===== src/rtl/seq_pkg.sv =====
// rtl/seq_pkg.sv - shared frame definitions for the 001 transmitter and detector
package seq_pkg;

    typedef enum logic [2:0] {
        IDLE = 3'd0,
        PRE  = 3'd1,
        DATA = 3'd2,
        PAR  = 3'd3,
        GAP  = 3'd4
    } seq_state_e;

    // Preamble is sent MSB-first: 0, 0, 1.
    localparam logic [2:0] PREAMBLE = 3'b001;
    localparam int         PRE_LEN  = 3;

    function automatic int max3(input int a, input int b, input int c);
        int m;
        m = (a > b) ? a : b;
        return (m > c) ? m : c;
    endfunction

endpackage


===== src/rtl/seq_tx_001.sv =====
// rtl/seq_tx_001.sv - serial frame transmitter: idle-high, preamble 001, MSB-first payload, guard gap
//
// Optional feature macro: SEQ_TX_PARITY_EN (adds one even-parity bit after the payload).
//
// Ports:
//   clk        system clock, rising edge
//   rst        asynchronous active-high reset
//   in_valid   source offers in_data
//   in_data    payload word (DATA_W bits)
//   in_ready   transmitter can accept a word this cycle
//   tx_out     registered serial line, idle 1
//   busy       frame in progress (preamble, payload, parity or gap)
//   frame_done one-cycle pulse in the last gap cycle
module seq_tx_001
    import seq_pkg::*;
#(
    parameter int DATA_W  = 8,
    parameter int GAP_CYC = 2
) (
    input  logic              clk,
    input  logic              rst,
    input  logic              in_valid,
    input  logic [DATA_W-1:0] in_data,
    output logic              in_ready,
    output logic              tx_out,
    output logic              busy,
    output logic              frame_done
);

    // One spare bit so the counter never wraps within a frame.
    localparam int CNT_W = $clog2(max3(DATA_W, GAP_CYC, PRE_LEN)) + 1;

    seq_state_e        state_q, state_d;
    logic [CNT_W-1:0]  cnt_q, cnt_d;
    logic [DATA_W-1:0] shift_q, shift_d;
    logic              tx_q, tx_d;
    logic [1:0]        pre_idx;
    logic              accept;
`ifdef SEQ_TX_PARITY_EN
    logic              par_q, par_d;
`endif

    assign in_ready   = (state_q == IDLE) & ~rst;
    assign accept     = in_valid & in_ready;
    assign tx_out     = tx_q;
    assign busy       = (state_q == PRE) | (state_q == DATA) |
                        (state_q == PAR) | (state_q == GAP);
    assign frame_done = (state_q == GAP) & (cnt_q == '0);

    always_ff @(posedge clk or posedge rst) begin
        if (rst) begin
            state_q <= IDLE;
            cnt_q   <= '0;
            shift_q <= '0;
            tx_q    <= 1'b1;
`ifdef SEQ_TX_PARITY_EN
            par_q   <= 1'b0;
`endif
        end else begin
            state_q <= state_d;
            cnt_q   <= cnt_d;
            shift_q <= shift_d;
            tx_q    <= tx_d;
`ifdef SEQ_TX_PARITY_EN
            par_q   <= par_d;
`endif
        end
    end

    // tx_d is the line value for the *next* cycle, so every transition
    // also selects the first bit of the state it enters.
    always_comb begin
        state_d = state_q;
        cnt_d   = cnt_q;
        shift_d = shift_q;
        tx_d    = 1'b1;
        pre_idx = 2'd0;
`ifdef SEQ_TX_PARITY_EN
        par_d   = par_q;
`endif
        case (state_q)
            IDLE: begin
                if (accept) begin
                    state_d = PRE;
                    cnt_d   = '0;
                    shift_d = in_data;
                    tx_d    = PREAMBLE[2];
`ifdef SEQ_TX_PARITY_EN
                    par_d   = ^in_data;
`endif
                end
            end
            PRE: begin
                if (cnt_q == CNT_W'(PRE_LEN - 1)) begin
                    state_d = DATA;
                    cnt_d   = CNT_W'(DATA_W - 1);
                    tx_d    = shift_q[DATA_W-1];
                end else begin
                    cnt_d   = cnt_q + CNT_W'(1);
                    pre_idx = 2'd2 - cnt_d[1:0];
                    tx_d    = PREAMBLE[pre_idx];
                end
            end
            DATA: begin
                if (cnt_q == '0) begin
`ifdef SEQ_TX_PARITY_EN
                    state_d = PAR;
                    tx_d    = par_q;
`else
                    state_d = GAP;
                    cnt_d   = CNT_W'(GAP_CYC - 1);
`endif
                end else begin
                    shift_d = shift_q << 1;
                    cnt_d   = cnt_q - CNT_W'(1);
                    tx_d    = shift_d[DATA_W-1];
                end
            end
`ifdef SEQ_TX_PARITY_EN
            PAR: begin
                state_d = GAP;
                cnt_d   = CNT_W'(GAP_CYC - 1);
            end
`endif
            GAP: begin
                if (cnt_q == '0) begin
                    state_d = IDLE;
                end else begin
                    cnt_d = cnt_q - CNT_W'(1);
                end
            end
            default: begin
                state_d = IDLE;
                cnt_d   = '0;
            end
        endcase
    end

endmodule


===== config.mk =====
export PLATFORM = sky130hd
export DESIGN_NAME = seq_tx_001
export DESIGN_NICKNAME = d
export VERILOG_FILES = /design/src/rtl/seq_pkg.sv /design/src/rtl/seq_tx_001.sv
export SDC_FILE = /design/constraint.sdc
export NUM_CORES = 1
export LEC_CHECK = 0
export ABC_AREA = 1
export BUFFER_PORTS_ARGS = -buffer_cell sky130_fd_sc_hd__buf_4
export CORE_ASPECT_RATIO = 1.5
export CORE_MARGIN = 2
export CORE_UTILIZATION = 40
export CTS_CLUSTER_SIZE = 14
export DETAILED_ROUTE_END_ITERATION = 8
export GPL_TIMING_DRIVEN = 0
export PLACE_DENSITY = 0.67
export SYNTH_ARGS = -nofsm -noshare
export SYNTH_HDL_FRONTEND = slang
export SYNTH_SLANG_ARGS = --single-unit

===== constraint.sdc =====
create_clock -name clk -period 1.5 [get_ports clk]
set_clock_uncertainty 0.15 [all_clocks]
set_input_delay 0.075 -clock clk [delete_from_list [all_inputs] [get_ports clk]]
set_output_delay 0.075 -clock clk [all_outputs]
set_load 0.005 [all_outputs]

# Word-level counts from Yosys, hierarchy flattened
# Cells that the tools add are included.
# op_classes
n_addsub	3
mul	0
div	0
n_lt_le_gt_ge	1
eq_ne	11
n_shift	0
mux	19
bitwise	7
reduce_logical	6
# op_table
op	n
2-to-1 mux 4 bit	4
2-to-1 mux 8 bit	2
one-hot mux 4 bit (4 select lines)	1
one-hot mux 8 bit (2 select lines)	1
2-to-1 mux 3 bit	4
one-hot mux 3 bit (4 select lines)	1
== test 3 x 2 -> 1 bit, second input constant	2
inequality test 2 x 1 -> 1 bit, second input constant	3
inequality test 2 bit, second input constant	3
adder 4 x 1 -> 4 bit, second input constant	1
== test 4 x 2 -> 1 bit, second input constant	1
zero test 4 bit	1
2-to-1 mux 1 bit	4
AND reduction 4 bit	1
subtractor 4 x 1 -> 4 bit, second input constant	1
AND 1 bit	3
== test 3 x 1 -> 1 bit, second input constant	1
== test 3 bit, second input constant	1
zero test 3 bit	1
less-than comparator 2 x 3 -> 1 bit, second input constant	1
bitwise OR 1 bit	3
one-hot mux 1 bit (3 select lines)	1
AND reduction 3 bit	1
binary-select mux 1 bit (select 2 bit)	1
other kinds (4)	4
# word_totals
regBits	16
latchBits	0
ram_bits	0
rom_bits	0
input_bits	11
out_inout_bits	4
wordCells	51
memories	0

# Longest topological paths before layout
# logic_depth
ltp_word	6
depth_mapped	9
mapped_depth_nobuf	9

# Worst setup path after synthesis
# No wires, ideal clock.
# synth_path
path_kind	register to register
start	reg cnt_q[0]
end	reg cnt_q[0]
setup_time_ns	0.117
arrival_time_ns	1.318
required_time_ns	1.233
slack_ns	-0.085
stages_incl_launch_ff	9
path_buffers	0
synth_period_minus_slack_ns	1.585
cell_sequence	dfrtp_1 > inv_1 > ha_1 > nand3_4 > nor2_2 > nor2_2 > inv_2 > nand2_1 > nand2_1
# synth_via
elab_chain_len	3
elab_cells_between_ends	10
classes_between	add/sub (2); eq/ne (2); mux (4); reduce/logical (2)
# synth_rtl
element	line	source
start: declaration	seq_tx_001.sv:34	logic [CNT_W-1:0] cnt_q, cnt_d;
start signal: assignment	seq_tx_001.sv:61	cnt_q <= cnt_d;
subtractor 4 x 1 -> 4 bit (tied with other cells)	seq_tx_001.sv:115, seq_tx_001.sv:129	
2-to-1 mux 4 bit (tied with other cells)	seq_tx_001.sv:126	if (cnt_q == '0) begin
one-hot mux 4 bit (4 select lines) / AND reduction 2 bit (equally long branches)	--	
# Several ways; a longest one is shown, not always the timed one. The select of a mux whose other input is x is not followed.
# A chain may end at the register's enable or synchronous reset.

# Worst setup path after layout
# layout_path
start	reg state_q[2]
end	reg shift_q[7]
# layout_via
elab_chain_len	5
elab_cells_between_ends	9
classes_between	eq/ne (3); mux (1); bitwise (2); reduce/logical (3)
# layout_rtl
element	line	source
start: declaration	seq_tx_001.sv:33	seq_state_e state_q, state_d;
start signal: assignment	seq_tx_001.sv:60	state_q <= state_d;
zero test 3 bit	seq_tx_001.sv:43, seq_tx_001.sv:81	
AND 1 bit	seq_tx_001.sv:43	assign in_ready = (state_q == IDLE) & ~rst;
AND 1 bit	seq_tx_001.sv:44	assign accept = in_valid & in_ready;
inequality test 2 bit (no source line)	--	
AND reduction 3 bit (no source line)	--	
end signal: assignment	seq_tx_001.sv:62	shift_q <= shift_d;
end: declaration	seq_tx_001.sv:35	logic [DATA_W-1:0] shift_q, shift_d;
# Several ways; a longest one is shown, not always the timed one.

==> flow_summary.toml <==
[outcome]
run_status = "finished with violations"
violations = "hold timing"

[critical_path]
crit_type = "reg -> reg"
cp_max_fo = 6
crit_arrival_ns = 1.47
crit_path_top_delay_cell = "sky130_fd_sc_hd__dfrtp_2"
cp_slowest_stage_delay_ns = 0.47
crit_path_end_kind = "flip-flop"
timing.critical_path.required_ns = 1.49
timing.critical_path.cells = "nor2_4 > nand2_4 > nor2_4 > nand2_4 > nand2_8 > clkbuf_16 > o21ai_2"
cp-start-kind = "flip-flop"

[power_and_ir_drop]
power.total_mw = 2.88
total_leakage_power_nw = 0.780
ir_drop_uv = 767
power_density_nw_per_um2 = 1810

[yosys]
synth_seq_area_share_pct = 35.9
synth_edf_count = 0
synth_cell_type_count = 25
synth-warning-count = 0
ys.flop_type = "sky130_fd_sc_hd__dfrtp_1"
synthesis.area_sq_um = 1120
mapped_avg_cell_area_sq_um = 7.77
synth_top_area_cell = "sky130_fd_sc_hd__dfrtp_1"
synth_fp_nets = 160
async_flop_share_pct = 100
synth.top_cell.area_share_pct = 33.6
yosys_register_bits = 16
synth_top_cells_by_area = "sky130_fd_sc_hd__dfrtp_1, sky130_fd_sc_hd__nand2_1, sky130_fd_sc_hd__inv_1"
synth_cells = 144

[floorplan]
die_height_microns = 68.8
floorplan.io_pins = 15
starting_density_of_the_core_pct = 41.8
floorplan.die_area_sq_um = 3240
coreArea_sq_um = 2680
die_w_microns = 47.2
num_rows = 23

[grt]
grt.total_usage_pct = 17.2
grt_remaining_overflow = 0
grt_first_pass_wirelength_microns = 3960
vias_in_the_first_global_route = 969
grt_max_degree = 16
grt_antenna_before_repair = 0

[cts]
tritoncts = "yes"
cts-root-buf = "sky130_fd_sc_hd__clkbuf_8"
numCtsBuffers = 3
clock_insertion_delay_worst_skew_ns = 0.24
cts_num_sinks = 16
clkTransAtPathRegs_ns = 0.06
clk_path_buf_depth = 2
ctsHtreeMaxLevel = 1

[layout]
multi_input_gate_area_in_the_final_layout_sq_um = 693
ff_latch_area_sq_um = 408
design_area_sq_um = 1590
fill_cells = 216
layout-drive-gt1-share_pct = 41.6
finalNetCount = 195
areaGrowthSynthToFinish_pct = 42.3
num_antenna_cells = 0

[route]
route.vias.total = 1027
drt-wirelength-per-cell_microns = 12.9
dr.first_iter.drc_count = 28
drt_pass_1_iters = 5
vias_per_cell = 4.78
remaining_drc_errors = 0
finalWirelength_microns = 2770
ant_nets = 0

[timing]
final-max-slew-violation-count = 0
finalCritPeriodShare_pct = 99.2
min_period_ns = 1.49
slew_limit_headroom_pct = 53.6
setup-violations-final = 0
grt_setup_unrepaired = "true"
highest_attainable_clock_frequency_ghz = 0.672
final.hold.worst_slack_ns = -0.00695
tightestPinTransition_ns = 0.693
final_hold_viol_count = 1

[place]
place.detailed.hpwl_microns = 1830
post_dp_cell_area_sq_um = 1290
gp_routability_congestion = 0.858
port_buffers = 14

[worst_hold_path]
timing.hold.worst.class = "in -> reg"

[job]
max_capacitance_violation_total = 0
worst paths after layout:
path,start,end,slack [ns],depth (start not counted)
max,state_q[2],shift_q[7],0.01,7
min,in_data[6],shift_q[6],-0.007,5
max reg2reg,state_q[2],shift_q[7],0.01,7
min reg2reg,shift_q[4],shift_q[4],0.38,2
max in group asynchronous,rst,cnt_q[0],0.32,3
min in group asynchronous,rst,tx_out,0.30,3
synthesized netlist by cell type (2+ instances only):
master	number
sky130_fd_sc_hd__nor2_2	3
sky130_fd_sc_hd__inv_1	17
sky130_fd_sc_hd__o21ai_0	9
sky130_fd_sc_hd__nand4_1	2
sky130_fd_sc_hd__nor2_4	2
sky130_fd_sc_hd__nor2_1	3
sky130_fd_sc_hd__nand3_1	9
sky130_fd_sc_hd__nand2_1	52
sky130_fd_sc_hd__o21ai_2	6
sky130_fd_sc_hd__dfrtp_1	15
sky130_fd_sc_hd__nand2_4	3
sky130_fd_sc_hd__a21oi_1	2
sky130_fd_sc_hd__nand3_2	2
sky130_fd_sc_hd__ha_1	5
sky130_fd_sc_hd__nand2_2	4
layout by cell type (no fill, tap or decap), types with 2 or more instances in the layout:
| master | instances |
|---|---|
| sky130_fd_sc_hd__inv_2 | 5 |
| sky130_fd_sc_hd__nand4_1 | 2 |
| sky130_fd_sc_hd__nor2_1 | 3 |
| sky130_fd_sc_hd__buf_6 | 3 |
| sky130_fd_sc_hd__nand3_2 | 2 |
| sky130_fd_sc_hd__o21ai_0 | 7 |
| sky130_fd_sc_hd__ha_2 | 2 |
| sky130_fd_sc_hd__nand3_4 | 2 |
| sky130_fd_sc_hd__dfrtp_2 | 5 |
| sky130_fd_sc_hd__nand2_1 | 50 |
| sky130_fd_sc_hd__buf_4 | 21 |
| sky130_fd_sc_hd__inv_4 | 2 |
| sky130_fd_sc_hd__nand2_4 | 3 |
| sky130_fd_sc_hd__buf_12 | 2 |
| sky130_fd_sc_hd__nor2_4 | 5 |
| sky130_fd_sc_hd__ha_4 | 2 |
| sky130_fd_sc_hd__clkbuf_8 | 4 |
| sky130_fd_sc_hd__o21ai_2 | 6 |
| sky130_fd_sc_hd__nand2_2 | 5 |
| sky130_fd_sc_hd__dlygate4sd3_1 | 6 |
| sky130_fd_sc_hd__inv_1 | 11 |
| sky130_fd_sc_hd__nand3_1 | 8 |
| sky130_fd_sc_hd__dfrtp_1 | 10 |
| sky130_fd_sc_hd__o21ai_1 | 2 |
layer usage:
| layer | global-route usage (%) | up-vias | part of all wire [%] |
|---|---|---|---|
| li1 | - | 522 | - |
| met1 | 15.3 | 479 | 37 |
| met5 | 0 | - | 0 |
| met3 | 3.65 | 4 | 2.5 |
| met4 | 5.56 | 0 | 1.3 |
| met2 | 35.4 | 22 | 59 |
per-stage QoR:
| stage | TNS (ns) | utilization, % | cells | worst slack, ns | hold WS (ns) |
|---|---|---|---|---|---|
| 2_1_floorplan | 0 | - | 144 | 0.0282 | -0.154 |
| 3_3_place_gp | -0.876 | 48.2 | 195 | -0.111 | 0.0589 |
| 3_5_place_dp | -1.24 | 48.2 | 195 | -0.124 | 0.0656 |
| 4_1_cts | -0.0204 | 54.8 | 210 | -0.0171 | 0.00313 |
| 5_1_grt | -0.294 | 59.5 | 215 | -0.0424 | 0.0277 |
| 6_report | 0 | 59.5 | 215 | 0.0122 | -0.00695 |
power breakdown:
group	internal [mW]	leakage, nW	total [mW]	switching, mW
clock network	0.232	0.0288	0.377	0.145
logic	0.774	0.556	1.71	0.938
registers	0.636	0.195	0.790	0.154
total	1.64	0.780	2.88	1.24
repair_timing:
item	4_1_cts	5_1_grt
gates resized for setup	12	15
endpoints found under the setup margin	15	15
setup buffers	5	5
hold buffers	6	0
gates cloned	0	1
pin swaps	2	8
hold endpoints to repair	18	0
logic make-up (layout without fill, tap and decap cells):
kind of cell             count (synthesis)  in the layout  share of synthesized area, %
AO/OA/AOI/OAI                           18             18                          10.3
XOR/XNOR                                 2              2                          1.57
adder cells (fa/ha/maj)                  5              5                          5.59
buffers and inverters                   21             55                          9.28
flip-flops                              16             16                          35.9
AND/OR/NAND/NOR                         82             82                          37.4
sequential cells by signal (all words and copies together), names as in the netlist:
signal	count
tx_out	1
state_q	3
cnt_q	4
shift_q	8
final cells by class:
class                      count  area share, %
multi-input combinational    107           43.6
sequential                    16           25.6
tap                           37           2.91
buffer                         2           1.97
clock buffer                   4           3.46
timing repair buffer          31           17.9
inverter                      18           4.56
critical path, delay by kind of cell (launching register included):
| family | cells | cell delay [ns] |
|---|---|---|
| flip-flops | 1 | 0.47 |
| AND/OR/NAND/NOR | 5 | 0.55 |
| buffers and inverters | 1 | 0.15 |
| AO/OA/AOI/OAI | 1 | 0.05 |
No activity file was read; power rests on OpenSTA's default activity.
